**config.mk**
```make
export PLATFORM = sky130hd
export DESIGN_NAME = alu_sequencer
export DESIGN_NICKNAME = d
export VERILOG_FILES = /design/src/rtl/alu_seq_pkg.sv /design/src/rtl/seq_timeout_cnt.sv /design/src/rtl/alu_sequencer.sv
export SDC_FILE = /design/constraint.sdc
export NUM_CORES = 1
export LEC_CHECK = 0
export ABC_AREA = 1
export BUFFER_PORTS_ARGS = -buffer_cell sky130_fd_sc_hd__buf_2
export CAP_MARGIN = 15
export CORE_UTILIZATION = 45
export CTS_CLUSTER_DIAMETER = 50
export DETAILED_ROUTE_END_ITERATION = 10
export PLACE_DENSITY_LB_ADDON = 0.2
export SLEW_MARGIN = 40
export SYNTH_ARGS = -nofsm -noshare
export SYNTH_HDL_FRONTEND = slang
export SYNTH_HIERARCHICAL = 1
export SYNTH_SLANG_ARGS = --single-unit
```
**constraint.sdc**
```tcl
create_clock -name clk -period 3.05 [get_ports clk]
set_clock_uncertainty 0.2 [all_clocks]
set_input_delay 0.915 -clock clk [delete_from_list [all_inputs] [get_ports clk]]
set_output_delay 0.915 -clock clk [all_outputs]
set_load 0.02 [all_outputs]
```
**src/rtl/alu_seq_pkg.sv**
```systemverilog
// Shared types and constants for the ALU micro-sequencer: FSM states, ALU
// select encodings, command kinds and the keypad timeout counter width.
package alu_seq_pkg;

    localparam int KT_W = 24;

    localparam logic [1:0] OP_ADD = 2'b00;
    localparam logic [1:0] OP_SUB = 2'b01;
    localparam logic [1:0] OP_AND = 2'b10;
    localparam logic [1:0] OP_OR  = 2'b11;

    localparam logic CMD_ALU  = 1'b0;
    localparam logic CMD_LOAD = 1'b1;

    typedef enum logic [2:0] {
        S_IDLE,
        S_EXEC,
        S_WRITE,
        S_WAIT_KEY,
        S_LOAD,
        S_DONE
    } state_t;

endpackage

```
**src/rtl/seq_timeout_cnt.sv**
```systemverilog
// Clearable up-counter that flags the last cycle of the keypad wait window.
// A KEY_TIMEOUT of zero means the window never expires.
module seq_timeout_cnt
    import alu_seq_pkg::*;
#(
    parameter logic [KT_W-1:0] KEY_TIMEOUT = 24'd10_000_000
) (
    input  logic clk,
    input  logic rst_n,
    input  logic clear,
    input  logic enable,
    output logic expired
);

    logic [KT_W-1:0] count;

    always_ff @(posedge clk or negedge rst_n) begin
        if (!rst_n) begin
            count <= '0;
        end else if (clear) begin
            count <= '0;
        end else if (enable) begin
            count <= count + 1'b1;
        end
    end

    assign expired = (KEY_TIMEOUT != '0) && (count == KEY_TIMEOUT - 1'b1);

endmodule

```
**src/rtl/alu_sequencer.sv**
```systemverilog
// Command-driven sequencer for the 4x8 register bank and 2-bit ALU: runs
// chained ALU ops with repeat, or loads a keypad code into a register.
module alu_sequencer
    import alu_seq_pkg::*;
#(
    parameter logic [KT_W-1:0] KEY_TIMEOUT = 24'd10_000_000,
    parameter int              REP_W       = 3
) (
    input  logic             clk,
    input  logic             rst_n,
    input  logic             cmd_valid,
    output logic             cmd_ready,
    input  logic             cmd_kind,
    input  logic [1:0]       cmd_op,
    input  logic [1:0]       cmd_src_a,
    input  logic [1:0]       cmd_src_b,
    input  logic [1:0]       cmd_dst,
    input  logic [REP_W-1:0] cmd_rep,
    input  logic             key_valid,
    input  logic [3:0]       key_code,
    output logic [1:0]       reg_addr_a,
    output logic [1:0]       reg_addr_b,
    output logic [1:0]       reg_addr_wr,
    output logic [7:0]       reg_wr_data,
    output logic             reg_wr_en,
    input  logic [7:0]       reg_dout_a,
    input  logic [7:0]       reg_dout_b,
    output logic [1:0]       alu_sel,
    input  logic [7:0]       alu_result,
    input  logic             alu_carry,
    input  logic             alu_zero,
    output logic             busy,
    output logic             done,
    output logic             err,
    output logic             flag_zero,
    output logic             flag_carry
);

    state_t           state;
    logic [1:0]       op_q;
    logic [1:0]       src_b_q;
    logic [1:0]       dst_q;
    logic [REP_W-1:0] rep_cnt;
    logic             key_expired;

    // Bank read data reaches the sequencer only through the ALU.
    logic unused_dout;
    assign unused_dout = ^{reg_dout_a, reg_dout_b};

    seq_timeout_cnt #(
        .KEY_TIMEOUT(KEY_TIMEOUT)
    ) u_timeout (
        .clk    (clk),
        .rst_n  (rst_n),
        .clear  (state == S_IDLE),
        .enable (state == S_WAIT_KEY),
        .expired(key_expired)
    );

    always_ff @(posedge clk or negedge rst_n) begin
        if (!rst_n) begin
            state       <= S_IDLE;
            op_q        <= OP_ADD;
            src_b_q     <= '0;
            dst_q       <= '0;
            rep_cnt     <= '0;
            cmd_ready   <= 1'b1;
            busy        <= 1'b0;
            done        <= 1'b0;
            err         <= 1'b0;
            flag_zero   <= 1'b0;
            flag_carry  <= 1'b0;
            reg_addr_a  <= '0;
            reg_addr_b  <= '0;
            reg_addr_wr <= '0;
            reg_wr_data <= '0;
            reg_wr_en   <= 1'b0;
            alu_sel     <= OP_ADD;
        end else begin
            // NOTE: outputs are registered alongside the next state; these
            // defaults hold for the coming cycle unless the transition below
            // overrides them, and non-blocking assignment lets the later one win.
            cmd_ready   <= 1'b0;
            busy        <= 1'b1;
            done        <= 1'b0;
            err         <= 1'b0;
            reg_addr_a  <= '0;
            reg_addr_b  <= '0;
            reg_addr_wr <= '0;
            reg_wr_data <= '0;
            reg_wr_en   <= 1'b0;
            alu_sel     <= OP_ADD;

            case (state)
                S_IDLE: begin
                    if (cmd_valid) begin
                        op_q    <= cmd_op;
                        src_b_q <= cmd_src_b;
                        dst_q   <= cmd_dst;
                        rep_cnt <= cmd_rep;
                        if (cmd_kind == CMD_ALU) begin
                            state      <= S_EXEC;
                            reg_addr_a <= cmd_src_a;
                            reg_addr_b <= cmd_src_b;
                            alu_sel    <= cmd_op;
                        end else begin
                            state <= S_WAIT_KEY;
                        end
                    end else begin
                        cmd_ready <= 1'b1;
                        busy      <= 1'b0;
                    end
                end

                // reg_wr_data doubles as the result register for WRITE.
                S_EXEC: begin
                    flag_zero   <= alu_zero;
                    flag_carry  <= alu_carry;
                    state       <= S_WRITE;
                    reg_addr_wr <= dst_q;
                    reg_wr_data <= alu_result;
                    reg_wr_en   <= 1'b1;
                end

                S_WRITE: begin
                    if (rep_cnt == '0) begin
                        state <= S_DONE;
                        done  <= 1'b1;
                    end else begin
                        // Chained accumulate: operand A is now the destination.
                        rep_cnt    <= rep_cnt - 1'b1;
                        state      <= S_EXEC;
                        reg_addr_a <= dst_q;
                        reg_addr_b <= src_b_q;
                        alu_sel    <= op_q;
                    end
                end

                S_WAIT_KEY: begin
                    if (key_valid) begin
                        state       <= S_LOAD;
                        reg_addr_wr <= dst_q;
                        reg_wr_data <= {4'b0000, key_code};
                        reg_wr_en   <= 1'b1;
                    end else if (key_expired) begin
                        state <= S_DONE;
                        done  <= 1'b1;
                        err   <= 1'b1;
                    end
                end

                S_LOAD: begin
                    state <= S_DONE;
                    done  <= 1'b1;
                end

                S_DONE: begin
                    state     <= S_IDLE;
                    cmd_ready <= 1'b1;
                    busy      <= 1'b0;
                end

                default: begin
                    state <= S_IDLE;
                end
            endcase
        end
    end

endmodule
```
==> results of run 1 <==
## sequential cells by signal (all words and copies together), names as in the netlist, 2 cells and up
register         count
alu_sel              2
dst_q                2
op_q                 2
reg_addr_a           2
reg_addr_b           2
reg_addr_wr          2
reg_wr_data          8
rep_cnt              3
src_b_q              2
state                3
u_timeout/count     24
## placed cells by master (no fill, tap or decap), drive strengths merged, types with 2 or more instances in the layout
cell	synthesis	final
clkinv	0	2
dfrtp	58	58
buf	4	54
o211ai	2	2
a21oi	16	16
nand3	32	32
ha	3	3
o22ai	6	6
bufinv	0	2
nor3b	4	4
nand3b	2	2
nor4	2	2
inv	48	48
clkbuf	1	10
o21ai	17	17
nor3	2	2
nand2	105	105
nor2	64	64
clkinvlp	0	2
## worst min path at each step
stage	from	to	slack [ns]	cells after the start
final	flag_zero	flag_zero	0.27	2
after global routing	flag_zero	flag_zero	0.29	2
after CTS	flag_zero	flag_zero	0.28	2
after detailed placement	flag_zero	flag_zero	0.26	2
after global placement	flag_carry	flag_carry	0.26	2
after floorplan	dst_q[1]	reg_addr_wr[1]	0.27	2
## synth_stat cells
master,number
ha_1,3
nor3b_1,4
nand3_2,1
o21ai_1,2
inv_1,44
inv_2,4
nand3_1,30
buf_6,1
o21ai_0,15
buf_2,2
nor3_1,2
nand4_1,1
buf_1,1
o22ai_1,6
nor2_4,7
nand3_4,1
o21bai_1,1
o211ai_1,2
nand2_4,2
nand3b_1,2
nor2_1,51
dfrtp_1,58
nor2_2,6
nand2_2,6
dfstp_2,1
clkbuf_1,1
nand2_1,97
a21oi_1,16
xnor2_1,1
nor4_1,2
## layout make-up
cell class	count	area (um^2)
Fill cell	588	2800
Sequential cell	59	1480
Multi-Input combinational cell	258	1250
Timing Repair Buffer	54	275
Inverter	48	180
Clock buffer	10	138
Tap cell	77	96.3
Clock inverter	6	88.8
## routing by layer
metal  routed length [um]  GRT usage
met1                 2860      0.250
met2                 2840      0.325
met3                  260     0.0517
met4                   78     0.0721
met5                    0          0
## per-stage QoR
step,setup slack [ns],utilization,area [um^2],cells
2_1_floorplan,1.15,-,2940,370
3_3_place_gp,0.993,0.520,3280,496
3_5_place_dp,0.963,0.520,3280,496
4_1_cts,0.906,0.556,3510,512
5_1_grt,0.694,0.556,3510,512
6_report,0.923,0.556,3510,512
## logic make-up after synthesis
group / after synthesis / synth area share
XOR/XNOR: 1 / 0.00298
AND/OR/NAND/NOR: 212 / 0.334
flip-flops: 59 / 0.502
adder cells (fa/ha/maj): 3 / 0.0128
AO/OA/AOI/OAI: 42 / 0.0766
buffers and inverters: 53 / 0.0710
## power breakdown
group          internal (mW)  switching, mW  leakage, nW
combinational          0.307          0.671        0.930
clock                  0.482          0.323        0.108
sequential             0.981          0.109        0.783
==> metrics, run 1 <==
post-synth top area cell dfrtp_1; worst hold slack 0.275 ns; Yosys warning count 6; crit path cell chain buf_2; Crit path arrival time 1.01 ns; R2R Setup Slk 0.97 ns; hold buffers post-CTS 0; area of the core 6310 um^2; # setup viols final 0; Root Driver clkbuf_8; post-CTS setup buffers 0; Rows 29; IO buf count 52; Synth area leaders dfrtp_1 (49%), nand2_1 (12%), nor2_1 (6.5%); P_leak 1.82 nW; P&R area growth vs syn 19.4%; wire per inst 11.8 um; worst path bufs/invs 1; crit path to cmd_ready; Starting Density 0.466; Clock Path Buffers 2; total inserted antenna cells 0; Detail Placement HPWL 4330 um; Final Wtd Congestion 0.803; io pins 69; initial antenna violation count 0; post-synthesis cell count 370; RSZ-0062 raised after global routing false; r2r worst-path depth 6; CP peak stage delay 0.52 ns; vias per cell 4.87; Final Max Slew Viols 0; largest net degree at the start of global routing 25; Total Power 2.87 mW; Req. time, crit path 1.93 ns; clk_lat worst skew 0.33 ns; Post-layout nets 479; width of the die 82.9 um; DIE AREA 6860 um^2; CTS tree yes; top-area cell type share of the netlist area 0.493; total congestion overflow 0; DRC violations left 0; Final Hold Fails 0; Pwr Density 818 nW/um^2; delay-heaviest family, CP flip-flops; Net Count, Synth 419; Unique masters post-synth 30; H-tree levels 3; FF-to-FF End u_timeout/count[7]; via count 2494; CTS sink cnt 59; Tot GR Track Use 0.197; Crit Path Class reg -> out; Max VDD drop 0.500 mV; total negative slack 0 ns; Max Clk Rate 470 MHz; worst slew pin tran 0.703 ns; relative slew slack 0.531; DRT Pass-1 Iters 4; global-route wire length before repair 10900 um; Final ANT Viol Nets 0; Seq/Total Area, Yosys 0.502; Max FO, Critical Path 1; post-CTS resize count 0; Die H 82.9 um; Final Cycle Share 0.697; iteration-0 DRC count of the detailed router 122; type of element capturing the critical path primary output; hold crit path type reg -> reg; final WL 6040 um; Mean Syn Cell Area 7.95 um^2; Crit. path cell count 1; Seq cells post-synth 59; clock slew at reported path FFs 0.07 ns; layout cells sized above 1 0.225; crit path from cmd_ready; CTS buffer count 9; slowest CP cell dfstp_2; R2R Path Start state[1]; startpoint types flip-flop; fin crit period 2.13 ns; Netlist Area Pre-Place 2940 um^2; vias in the first global route 2537; status finished clean; max cap viols 0
Note: power is estimated with default switching activity, not from simulation.
==> run 2, diff against run 1 <==
==> constraint.sdc (replaced) <==
create_clock -name clk -period 1.92 [get_ports clk]
set_clock_uncertainty 0.2 [all_clocks]
set_input_delay 0.576 -clock clk [delete_from_list [all_inputs] [get_ports clk]]
set_output_delay 0.576 -clock clk [all_outputs]
set_load 0.02 [all_outputs]
==> run 2 against run 1 <==
Against the previous run:
- count of clock-buffer cells in the layout is 2 higher
- critical endpoint is now u_timeout/count[22]
- largest power group is now combinational logic
- flip-flop and latch count stayed put
- hold slack worse by 0.24 ns
- sequential share of layout area is 0.65 points lower
- first-iteration DRC count is 21% higher
- utilization is 0.97 points higher
- critical path depth is 9 higher
- cell area is 1.7% higher
- register-to-register slack worse by 0.84 ns
- highest routed layer unchanged
- combinational power is 79% higher
- die area stayed put
- global-route usage is 0.41 points lower
==> metrics, run 2 (same netlist as run 1, synthesis figures left out) <==
status finished clean; via count 2565; Final Wtd Congestion 0.801; CTS sink cnt 59; DIE AREA 6860 um^2; commonest non-fill, non-tap cell in the layout nand2_1; hold crit path type in -> async; vias per cell 4.94; Clock Path Buffers 2; io pins 69; total inserted antenna cells 0; design internal power 2.81 mW; Psw 1.77 mW; logic gate share of total power 0.382; IO buf count 52; biggest regs u_timeout/count x24, reg_wr_data x8; Req. time, crit path 1.94 ns; H-tree levels 3; area of the core 6310 um^2; Filler Cells Inserted 610; Die H 82.9 um; final WL 6170 um; CTS buffer count 9; Total Power 4.58 mW; Switching Fraction 0.386; Final Cycle Share 0.931; Crit Path Class reg -> reg; utilization after layout 0.566; Root Driver clkbuf_8; wire per inst 11.9 um; Crit path arrival time 1.81 ns; max cap viols 0; # setup viols final 0; P_leak 1.85 nW; total negative slack 0 ns; Largest register FFs 24; DRC violations left 0; Top reg by flops u_timeout/count; total congestion overflow 0; initial antenna violation count 0; DRT Pass-1 Iters 4; iteration-0 DRC count of the detailed router 148; relative slew slack 0.788; clock slew at reported path FFs 0.07 ns; most frequent cells in the layout nand2_1 (97), dfrtp_1 (56), buf_2 (52), nor2_1 (48), inv_1 (43); Detail Placement HPWL 4400 um; width of the die 82.9 um; Max Clk Rate 560 MHz; vias in the first global route 2476; type of element capturing the critical path flip-flop; Rows 29; DP Worst Slack 0.0675 ns; startpoint types flip-flop; CTS tree yes; worst slew pin tran 0.318 ns; clk_lat worst skew 0.34 ns; multi-input logic area 1270 um^2; Starting Density 0.466; layout cells sized above 1 0.247; P&R area growth vs syn 21.4%; Post-layout nets 486; R2R Setup Slk 0.13 ns; Pwr Density 1280 nW/um^2; fin crit period 1.79 ns; Tot GR Track Use 0.193; Final WS setup 0.133 ns; Clk network pwr share 0.243; Final Max Slew Viols 0; Max FO, Critical Path 7; Final Hold Fails 0; Reg area 1480 um^2; Flop pwr share 0.376; Final ANT Viol Nets 0; global-route wire length before repair 10800 um; Max VDD drop 0.722 mV; largest net degree at the start of global routing 60
-- run 2: layer usage --
metal / GRT usage / wire length, um / vias up
met3: 0.0537 / 281 / 6
met1: 0.246 / 2870 / 1195
met4: 0.0627 / 38 / 0
met2: 0.319 / 2980 / 56
li1: - / - / 1308
met5: 0 / 0 / -
-- run 2: area by class of cell --
type                       count  area share
multi-input combinational    258       0.355
clock inverter                 4      0.0140
sequential                    59       0.414
inverter                      48      0.0504
timing repair buffer          61      0.0988
tap                           77      0.0270
clock buffer                  12      0.0406
-- run 2: worst max-delay path: stages, from the launching register on --
cell and delay, ns:
dfrtp_2 0.46, nor2_4 0.15, nand2_4 0.05, inv_1 0.12, nor2_4 0.08, inv_2 0.13
nand2_2 0.10, nor2_4 0.17, nand3_1 0.11, nand2_1 0.06, nor2_1 0.04
-- run 2: final timing paths --
kind	end	from	cells past startpoint
max in group asynchronous	cmd_ready	rst_n	2
min in group clk	reg_wr_data[3]	key_code[3]	3
min reg2reg	flag_zero	flag_zero	2
min	dst_q[1]	rst_n	2
max	u_timeout/count[22]	state[2]	10
max reg2reg	u_timeout/count[22]	state[2]	10
-- run 2: power groups by stage --
| stage | sequential [mW] | clock, mW | combinational (mW) |
|---|---|---|---|
| after CTS | 1.72 | 1.14 | 1.75 |
| after global placement | 1.72 | 0 | 1.70 |
| final | 1.72 | 1.11 | 1.75 |
| after floorplan | 1.93 | 0 | 0.956 |
| after detailed placement | 1.73 | 0 | 1.74 |
| after global routing | 1.75 | 1.20 | 1.97 |
-- run 2: timing repair --
action	4_1_cts	5_1_grt
endpoints found under the setup margin	0	16
hold buffers	0	0
buffers inserted	0	0
resized for setup	0	7
-- run 2: per-stage QoR --
step	hold slack [ns]	std cells	area, um^2
floorplan	0.0804	370	2940
global placement	0.263	503	3360
detailed placement	0.265	503	3360
CTS	0.0494	519	3560
global route	0.0730	519	3570
finish	0.0364	519	3570
